$ cat src/rtl/note_chart_reader.sv
// Walks the note chart ROM in order and offers each record to the lane renderer
// once song_time + LEAD reaches its timestamp; zero-lane records are skipped.
module note_chart_reader #(
  parameter int TIME_W = 16,
  parameter int LANES  = 5,
  parameter int ADDR_W = 12,
  parameter int LEAD   = 200
) (
  input  logic                  clk,
  input  logic                  reset,
  input  logic                  song_start,
  input  logic [TIME_W-1:0]     song_time,
  output logic [ADDR_W-1:0]     rom_addr,
  input  logic [TIME_W+LANES:0] rom_data,
  output logic                  note_valid,
  input  logic                  note_ready,
  output logic [TIME_W-1:0]     note_time,
  output logic [LANES-1:0]      note_lanes,
  output logic                  note_late,
  output logic                  busy,
  output logic                  song_done
);

  typedef enum logic [2:0] {S_IDLE, S_ADDR, S_LOAD, S_HOLD, S_EMIT, S_DONE} state_t;

  localparam logic [TIME_W:0] LEAD_X = (TIME_W+1)'(LEAD);

  state_t                r_state, w_state_nxt;
  logic [ADDR_W-1:0]     r_rom_addr;
  logic [TIME_W+LANES:0] r_hold;
  logic                  r_note_valid;
  logic [TIME_W-1:0]     r_note_time;
  logic [LANES-1:0]      r_note_lanes;
  logic                  r_note_late;

  logic                  w_end, w_skip, w_due, w_late, w_last, w_xfer;
  logic [LANES-1:0]      w_lanes;
  logic [TIME_W-1:0]     w_ts;
  logic [TIME_W:0]       w_sum;

  assign w_end   = r_hold[TIME_W+LANES];
  assign w_lanes = r_hold[TIME_W+LANES-1:TIME_W];
  assign w_ts    = r_hold[TIME_W-1:0];
  assign w_skip  = (w_lanes == '0);
  // One extra bit so song_time near the top of the range cannot wrap the window.
  assign w_sum   = {1'b0, song_time} + LEAD_X;
  assign w_due   = (w_sum >= {1'b0, w_ts});
  assign w_late  = (w_ts < song_time);
  assign w_last  = &r_rom_addr;
  assign w_xfer  = r_note_valid & note_ready;

  // State register
  always_ff @(posedge clk) begin
    if (reset) r_state <= S_IDLE;
    else       r_state <= w_state_nxt;
  end

  // Next-state logic; song_start beats everything, including a handshake
  always_comb begin
    w_state_nxt = r_state;
    if (song_start) begin
      w_state_nxt = S_ADDR;
    end else begin
      case (r_state)
        S_IDLE: w_state_nxt = S_IDLE;
        S_ADDR: w_state_nxt = S_LOAD;
        S_LOAD: w_state_nxt = S_HOLD;
        S_HOLD: begin
          if (w_end)       w_state_nxt = S_DONE;
          else if (w_skip) w_state_nxt = w_last ? S_DONE : S_ADDR;
          else if (w_due)  w_state_nxt = S_EMIT;
        end
        S_EMIT: if (w_xfer) w_state_nxt = w_last ? S_DONE : S_ADDR;
        S_DONE: w_state_nxt = S_DONE;
        default: w_state_nxt = S_IDLE;
      endcase
    end
  end

  // State-decoded outputs
  always_comb begin
    busy      = 1'b0;
    song_done = 1'b0;
    case (r_state)
      S_ADDR, S_LOAD, S_HOLD, S_EMIT: busy = 1'b1;
      S_DONE:                         song_done = 1'b1;
      default: ;
    endcase
  end

  // Datapath: ROM address, hold register and the registered note outputs
  always_ff @(posedge clk) begin
    if (reset) begin
      r_rom_addr   <= '0;
      r_hold       <= '0;
      r_note_valid <= 1'b0;
      r_note_time  <= '0;
      r_note_lanes <= '0;
      r_note_late  <= 1'b0;
    end else if (song_start) begin
      r_rom_addr   <= '0;
      r_note_valid <= 1'b0;
    end else begin
      case (r_state)
        S_LOAD: r_hold <= rom_data;
        S_HOLD: begin
          if (!w_end && w_skip) begin
            if (!w_last) r_rom_addr <= r_rom_addr + ADDR_W'(1);
          end else if (!w_end && w_due) begin
            r_note_valid <= 1'b1;
            r_note_time  <= w_ts;
            r_note_lanes <= w_lanes;
            r_note_late  <= w_late;
          end
        end
        S_EMIT: begin
          if (w_xfer) begin
            r_note_valid <= 1'b0;
            if (!w_last) r_rom_addr <= r_rom_addr + ADDR_W'(1);
          end
        end
        default: ;
      endcase
    end
  end

  assign rom_addr   = r_rom_addr;
  assign note_valid = r_note_valid;
  assign note_time  = r_note_time;
  assign note_lanes = r_note_lanes;
  assign note_late  = r_note_late;

endmodule

$ cat config.mk
export PLATFORM = sky130hd
export DESIGN_NAME = note_chart_reader
export DESIGN_NICKNAME = d
export VERILOG_FILES = /design/src/rtl/note_chart_reader.sv
export SDC_FILE = /design/constraint.sdc
export NUM_CORES = 1
export LEC_CHECK = 0
export CAP_MARGIN = 25
export CORE_ASPECT_RATIO = 1.1
export CORE_MARGIN = 1
export CORE_UTILIZATION = 40
export CTS_BUF_LIST = sky130_fd_sc_hd__clkbuf_4
export DETAILED_ROUTE_END_ITERATION = 16
export GPL_TIMING_DRIVEN = 0
export PLACE_DENSITY = 0.66
export SETUP_SLACK_MARGIN = 0.5
export SLEW_MARGIN = 20
export SYNTH_ARGS = -nofsm -noshare
export SYNTH_HDL_FRONTEND = slang
export SYNTH_SLANG_ARGS = --single-unit
export TNS_END_PERCENT = 50
$ cat constraint.sdc
create_clock -name clk -period 7.27 [get_ports clk]
set_clock_uncertainty 0.2 [all_clocks]
set_input_delay 1.454 -clock clk [delete_from_list [all_inputs] [get_ports clk]]
set_output_delay 1.454 -clock clk [all_outputs]
set_load 0.03 [all_outputs]
==> key figures, run 1 <==
Run status
  – Status: completed

Pwr
  – Pwr Density: 141.2 nW/um^2
  – Overall power: roughly 0.00064 W
  – LEAKAGE: approximately 1.7 nW
  – Peak VDD IR: 0.00009305 V

Drt
  – Remaining antenna violation count: 0
  – Vias per cell: 4.905
  – 1st-iter DRT viols: 99
  – Total Wirelength: 8142 um
  – Total number of vias: 3031
  – Pre-antenna DRT Iters: 4
  – Routed WL per cell: 13.17 um
  – # DRC: 0

Setup path
  – Worst setup path startpoint: song_time[3]
  – WP data required: 7.34 ns
  – Crit path capture type: register
  – Worst path max stage delay: 0.55 ns
  – Launch point of the worst reg-to-reg path: r_hold[12]$_SDFFE_PP0P_
  – Crit path launch type: input port
  – Worst-path fanout max: 10
  – Most numerous cell on the critical path: ha_1
  – Setup Crit Path Kind: in2reg
  – Worst path slowest cell: clkdlybuf4s50_1
  – CP Cell Sequence: clkdlybuf4s50_1, ha_1, a21oi_1, a21o_1, nor4_1, xnor2_1, ha_1, and3_2, nand2_1, or3_1, o22ai_2, buf_6, mux2i_1, nor2_1
  – Critical Path AT: ~4.7 ns

Floorplanning
  – Die Span X: 90.96 um
  – Die H: approximately 100 um
  – Die Area: 9083 um^2
  – Core footprint: 8408 um^2
  – # rows: 35
  – Starting Density: 41.41%
  – Num ports: 79

STA
  – Tmin final: 4.606 ns
  – Worst Max-Slew Pin Slew: 0.5655 ns
  – Final TNS setup: 0 ns
  – Slew Limit Fails: 0
  – Relative slew slack: 62.07%
  – Final hold violations: 0
  – Fmax achieved: 217.1 MHz
  – RSZ-0062 raised after global routing: false
  – Setup violators final: 0
  – Tcrit/Tclk final: 63.35%

Run
  – Max-cap viol count: 0

Clock tree
  – Total CTS buffers: 9
  – Root Driver: clkbuf_4
  – Skew-Pair Late Insertion Delay: 0.39 ns
  – Post-CTS setup buffers: 0
  – Clock sink count: 60
  – Max H-tree Level: 3
  – Hold buffers post-CTS: 0
  – TritonCTS clock tree: done
  – Cts repair resizes: 0
  – Bufs on Longest Clock Path: 2
  – Reg clk slew, reported paths: 0.10 ns

Global route
  – Overall Global Routing Usage: 19.33%
  – Global-route wire length before repair: 13920 um
  – Initial antenna violation count: 0
  – Final global-route overflow total: 0
  – Largest net degree at the start of global routing: 11
  – Number of global-route vias before repair: 2999

Synth
  – Post-synth cell types: 52
  – Sequential area share after synthesis: around a third
  – Synth top cells by count: 60 x dfxtp_1, 58 x nand2_1, 43 x nor2_1, 39 x inv_1, 38 x a21oi_1
  – Mean Syn Cell Area: 8.431 um^2
  – Synth warn: 0
  – Net Count, Synth: 490
  – Post-synth top area cell: dfxtp_1
  – Share of the synthesized area in the top cell type: 34.50%
  – Post-synth EDFFs: 0
  – Top post-synthesis cells by area: dfxtp_1 34%, ha_1 13%, nand2_1 6.3%, mux2i_1 6.0%, a21oi_1 5.5%
  – Post-synth top flop: dfxtp_1
  – Post-Syn Area: 3482 um^2
  – Async set-reset flop share out of synthesis: 0%
  – Most common cell in the netlist: dfxtp_1
  – Register bit total from synthesis: 60
  – Post-synthesis cell count: roughly 410

Layout
  – Nets@finish: 579
  – # diodes: 0
  – Layout Area Growth over Synthesis: 30.15%
  – Final-layout fill cell count: 837
  – Layout cells sized above 1: ~8%

Min path
  – Hold path start: r_hold[19]$_SDFFE_PP0P_
  – HP Class: reg2reg

Placed design
  – Placed wire-length estimate: between 6000 and 7000 um
  – IO Port Bufs: 78
  – GP Congestion: between 0.7 and 0.8
sequential cells by signal, summed over array words and instances, names as in the netlist:
register	flops
note_late	1
r_state	3
note_time	16
note_lanes	5
r_hold	22
rom_addr	12
note_valid	1
where the power goes:
group | switching [W] | internal, W
Combinational | 0.0000413 | 0.0000428
Clock | 0.000117 | 0.000105
Sequential | 0.00000273 | 0.000331
Total | 0.000161 | 0.000479
worst max-delay path, delay by kind of cell:
kind	cells	cell delay (ns)
muxes	1	0.20
AOI/OAI and AO/OA	3	0.68
and+or+nand+nor	5	0.91
buffers and inverters	2	0.78
xor gates and xnor gates	1	0.13
adders and majority gates	2	0.51
stage by stage:
stage               setup WS (ns)  instance area, um^2  hold slack, ns  instances  utilization [%]
floorplan                   3.179                 3482          0.2483        413                -
global placement            2.314                 4402          0.2674        602            52.35
detailed placement          2.277                 4402          0.2750        602            52.35
CTS                         2.704                 4532          0.2965        618            53.90
global route                2.492                 4532          0.3108        618            53.90
finish                      2.664                 4532          0.2873        618            53.90
cell families (layout without fill, tap and decap cells):
| kind of cell | count (synthesis) | after routing | share of synthesized area (%) |
|---|---|---|---|
| buffers and inverters | 54 | 148 | 6.504 |
| AOI/OAI and AO/OA | 73 | 73 | 13.55 |
| and+or+nand+nor | 148 | 148 | 21.31 |
| DFF | 60 | 60 | 34.50 |
| muxes | 21 | 21 | 6.037 |
| adders and majority gates | 35 | 35 | 12.58 |
| xor gates and xnor gates | 22 | 22 | 5.534 |
layer usage:
| metal | wire length, um | track usage (%) | vias to the layer above |
|---|---|---|---|
| met3 | 482 | 7.348 | 4 |
| li1 | - | - | 1594 |
| met1 | 3801 | 23.33 | 1374 |
| met2 | 3822 | 32.87 | 59 |
| met4 | 36 | 4.151 | 0 |
| met5 | 0 | 0 | - |
path summary, 6_finish.rpt:
path,end,slack (ns),cells past startpoint
max,note_time[4]$_SDFFE_PP0P_,2.66,14
min reg2reg,r_hold[19]$_SDFFE_PP0P_,0.29,2
max reg2reg,note_time[4]$_SDFFE_PP0P_,4.70,9
min,r_hold[19]$_SDFFE_PP0P_,0.29,2
cell type report:
type                            count  area [um^2]  area share [%]
Sequential cell                    60         1201           26.50
Multi-Input combinational cell    299         2054           45.33
Timing Repair Buffer               78        780.7           17.23
Inverter                           39        146.4           3.230
Clock inverter                      6        55.05           1.215
Buffer                             15        80.08           1.767
Tap cell                          111        138.9           3.065
Clock buffer                       10        75.07           1.657
placed cells by master, fill, tap and decap left out, types with 6 or more instances in the layout:
master / n
a21o_1: 6
a21oi_1: 38
clkbuf_1: 10
clkbuf_4: 10
clkdlybuf4s50_1: 78
dfxtp_1: 60
ha_1: 35
inv_1: 39
mux2i_1: 21
nand2_1: 58
nand3_1: 6
nor2_1: 43
nor4_2: 6
o21ai_0: 6
xnor2_1: 21
(Power assumes the default switching activity.)
==> run 2, diff against run 1 <==
==> constraint.sdc (replaced) <==
create_clock -name clk -period 4.25 [get_ports clk]
set_clock_uncertainty 0.2 [all_clocks]
set_input_delay 0.85 -clock clk [delete_from_list [all_inputs] [get_ports clk]]
set_output_delay 0.85 -clock clk [all_outputs]
set_load 0.03 [all_outputs]
==> run 2 against run 1 <==
Core utilization up 2.0 points; via count up 2.0%; sequential power up 71%; wire length up 2.9%; combinational power up 78%; die area unchanged; power up 72%; worst hold slack better by 0.0033 ns; non-clock buffer count up 7; cell count up 1.1%; critical endpoint is now note_time[13]$_SDFFE_PP0P_; global-route usage up 0.097 points; worst setup slack worse by 2.0 ns.
==> key figures, run 2 (synthesis results as in run 1) <==
Run status
  – Status: completed

Layout
  – Commonest cells after routing, fill and taps aside: 74 x clkdlybuf4s50_1, 60 x dfxtp_1, 58 x nand2_1
  – Nets@finish: 586 (+1.2%)
  – Final instance area: 4697 um^2 (+3.6%)
  – Final Non-Filler Cells: 625 (+1.1%)
  – Register area: 1201 um^2 (unchanged)
  – Final-layout fill cell count: 800 (-4.4%)
  – Largest Register: r_hold
  – Max reg flops: 22 (unchanged)
  – Layout cells sized above 1: 10.31% (+2.4 points)
  – Utilization after layout: 55.86% (+2.0 points)
  – Most common cell after layout, fill and taps aside: clkdlybuf4s50_1
  – Area of the multi-input gates: 2102 um^2 (+2.3%)
  – Layout Area Growth over Synthesis: 34.89%
  – # diodes: 0 (unchanged)

Setup path
  – Critical Path AT: 3.70 ns (-0.97 ns)
  – Setup Crit Path Kind: in2reg
  – Worst path max stage delay: 0.45 ns (-0.10 ns)
  – Top Family by Delay on Critical Path: simple AND/OR/NAND/NOR gates
  – Worst-path fanout max: 6 (-4)
  – WP data required: 4.33 ns (-3.01 ns)
  – CP Cell Sequence: clkdlybuf4s50_1, a311oi_4, nor2_1, nand4_1, xnor2_1, ha_1, and4_2, nand2_1, or3_4, o22ai_4, buf_12, clkbuf_16, mux2i_1, nor2_1
  – Crit path launch type: input port
  – Most numerous cell on the critical path: nor2_1
  – Crit path capture type: register
  – Worst path slowest cell: clkdlybuf4s50_1
  – CP bufs+invs: 3 (+1)

Pwr
  – Register share of total power: 51.7% (-0.4 points)
  – Internal power: 0.0008211 W (+72%)
  – Pwr Density: 235.0 nW/um^2 (+66%)
  – Clock share of power: 34.7% (about the same)
  – Peak VDD IR: 0.0001573 V (+69%)
  – Logic pwr share: 13.6% (+0.4 points)
  – Switching Power: 0.0002825 W (+75%)
  – Switching share of power: 25.60% (+0.42 points)
  – LEAKAGE: 1.742 nW (+5.5%)

STA
  – Relative slew slack: 52.07% (-10 points)
  – Tmin final: 3.619 ns
  – Setup violators final: 0 (unchanged)
  – Final setup margin: 0.6311 ns (-2.033 ns)
  – Slew Limit Fails: 0 (unchanged)
  – Final hold violations: 0 (unchanged)
  – Tcrit/Tclk final: 85.15%
  – RSZ-0062 raised after global routing: false
  – Worst Max-Slew Pin Slew: 0.7146 ns (+0.1491 ns)
  – Fmax achieved: roughly 280 MHz

Clock tree
  – Total CTS buffers: 9 (unchanged)
  – TritonCTS clock tree: done
  – Skew-Pair Late Insertion Delay: 0.40 ns (about the same)
  – Max H-tree Level: 3 (unchanged)
  – Clock sink count: 60 (unchanged)
  – Root Driver: clkbuf_4
  – Bufs on Longest Clock Path: 2 (unchanged)
  – Reg clk slew, reported paths: 0.10 ns (about the same)

Global route
  – Initial antenna violation count: 0 (unchanged)
  – Overall Global Routing Usage: 19.43% (+0.097 points)
  – Largest net degree at the start of global routing: 11 (unchanged)
  – Final global-route overflow total: 0 (unchanged)
  – Number of global-route vias before repair: 3015 (+0.53%)
  – Global-route wire length before repair: 14010 um (+0.60%)

Drt
  – Remaining antenna violation count: 0 (unchanged)
  – # DRC: 0 (unchanged)
  – Pre-antenna DRT Iters: 4 (unchanged)
  – Vias per cell: 4.949 (+0.90%)
  – 1st-iter DRT viols: 123 (+24%)
  – Total number of vias: 3093 (+2.0%)
  – Routed WL per cell: 13.41 um (+1.8%)
  – Total Wirelength: 8381 um (+2.9%)

Floorplanning
  – # rows: 35 (unchanged)
  – Num ports: 79 (unchanged)
  – Die Span X: 90.96 um (unchanged)
  – Core footprint: 8408 um^2 (unchanged)
  – Starting Density: 41.41% (unchanged)
  – Die Area: 9083 um^2 (unchanged)
  – Die H: 99.86 um (unchanged)

Run
  – Max-cap viol count: 0 (unchanged)

Placed design
  – Post-DP Area: 4402 um^2 (unchanged)
  – Post-Place Worst Slack: -0.1388 ns (-2.416 ns)
  – Cell count after placement: 602 (unchanged)
  – GP Congestion: 0.7850 (unchanged)
  – IO Port Bufs: 78 (unchanged)
  – Placed wire-length estimate: 6359 um (unchanged)

Min path
  – HP Class: reg2reg
run 2: changes by cell type in the layout (fill, tap and decap cells not counted), sizes merged:
cell,previous run,this run
clkdlybuf4s50,78,74
dlymetal6s2s,0,4
buf,5,10
clkbuf,20,22
run 2: layer usage:
metal  part of all wire [%]  global-route usage [%]  up-vias
met4                   0.57                   4.151        0
met5                      0                       0        -
li1                       -                       -     1607
met2                     47                   33.10       70
met3                    6.4                   7.348        4
met1                     46                   23.42     1412
run 2: layout make-up:
cell class                      instances  share of cell area, %
Multi-Input combinational cell        299                  44.75
Sequential cell                        60                  25.57
Timing Repair Buffer                   85                  18.97
Inverter                               39                  3.117
Tap cell                              111                  2.957
Buffer                                 15                  1.865
Clock buffer                           10                  1.598
Clock inverter                          6                  1.172
run 2: power by group through the flow:
stage	clock, W	sequential (W)	combinational [W]
after floorplan	0	0.000582	0.0000779
final	0.000383	0.000570	0.000150
after global routing	0.000426	0.000571	0.000170
after CTS	0.000395	0.000570	0.000149
after detailed placement	0	0.000583	0.000144
after global placement	0	0.000583	0.000140
run 2: what timing repair did:
| action | 4_1_cts | 5_1_grt |
|---|---|---|
| endpoints found under the hold margin | 0 | 0 |
| cloned | 0 | 2 |
| buffers inserted | 3 | 2 |
| pin swaps | 2 | 5 |
| gates resized for setup | 3 | 11 |
| hold buffers | 0 | 0 |
| setup endpoints to repair | 21 | 25 |
run 2: through the flow:
stage / hold slack [ns] / setup TNS, ns / power, W
after global routing: 0.3108 / 0 / 0.001167
after global placement: 0.2674 / -1.757 / 0.0007236
after floorplan: 0.2483 / 0 / 0.0006596
after detailed placement: 0.2750 / -2.409 / 0.0007276
after CTS: 0.2965 / 0 / 0.001114
final: 0.2906 / 0 / 0.001104
run 2: final timing paths:
check                          startpoint                    endpoint  slack (ns)  depth (start not counted)
hold / removal    r_hold[19]$_SDFFE_PP0P_     r_hold[19]$_SDFFE_PP0P_        0.29                          2
hold reg to reg   r_hold[19]$_SDFFE_PP0P_     r_hold[19]$_SDFFE_PP0P_        0.29                          2
setup reg to reg   r_hold[6]$_SDFFE_PP0P_      note_late$_SDFFE_PP0P_        1.64                         10
setup / recovery             song_time[7]  note_time[13]$_SDFFE_PP0P_        0.63                         14
run 2: worst min-delay path, stage by stage, from the launching register on:
cell and delay [ns]:
dfxtp_1 0.34, nand2_1 0.06, a21oi_1 0.05
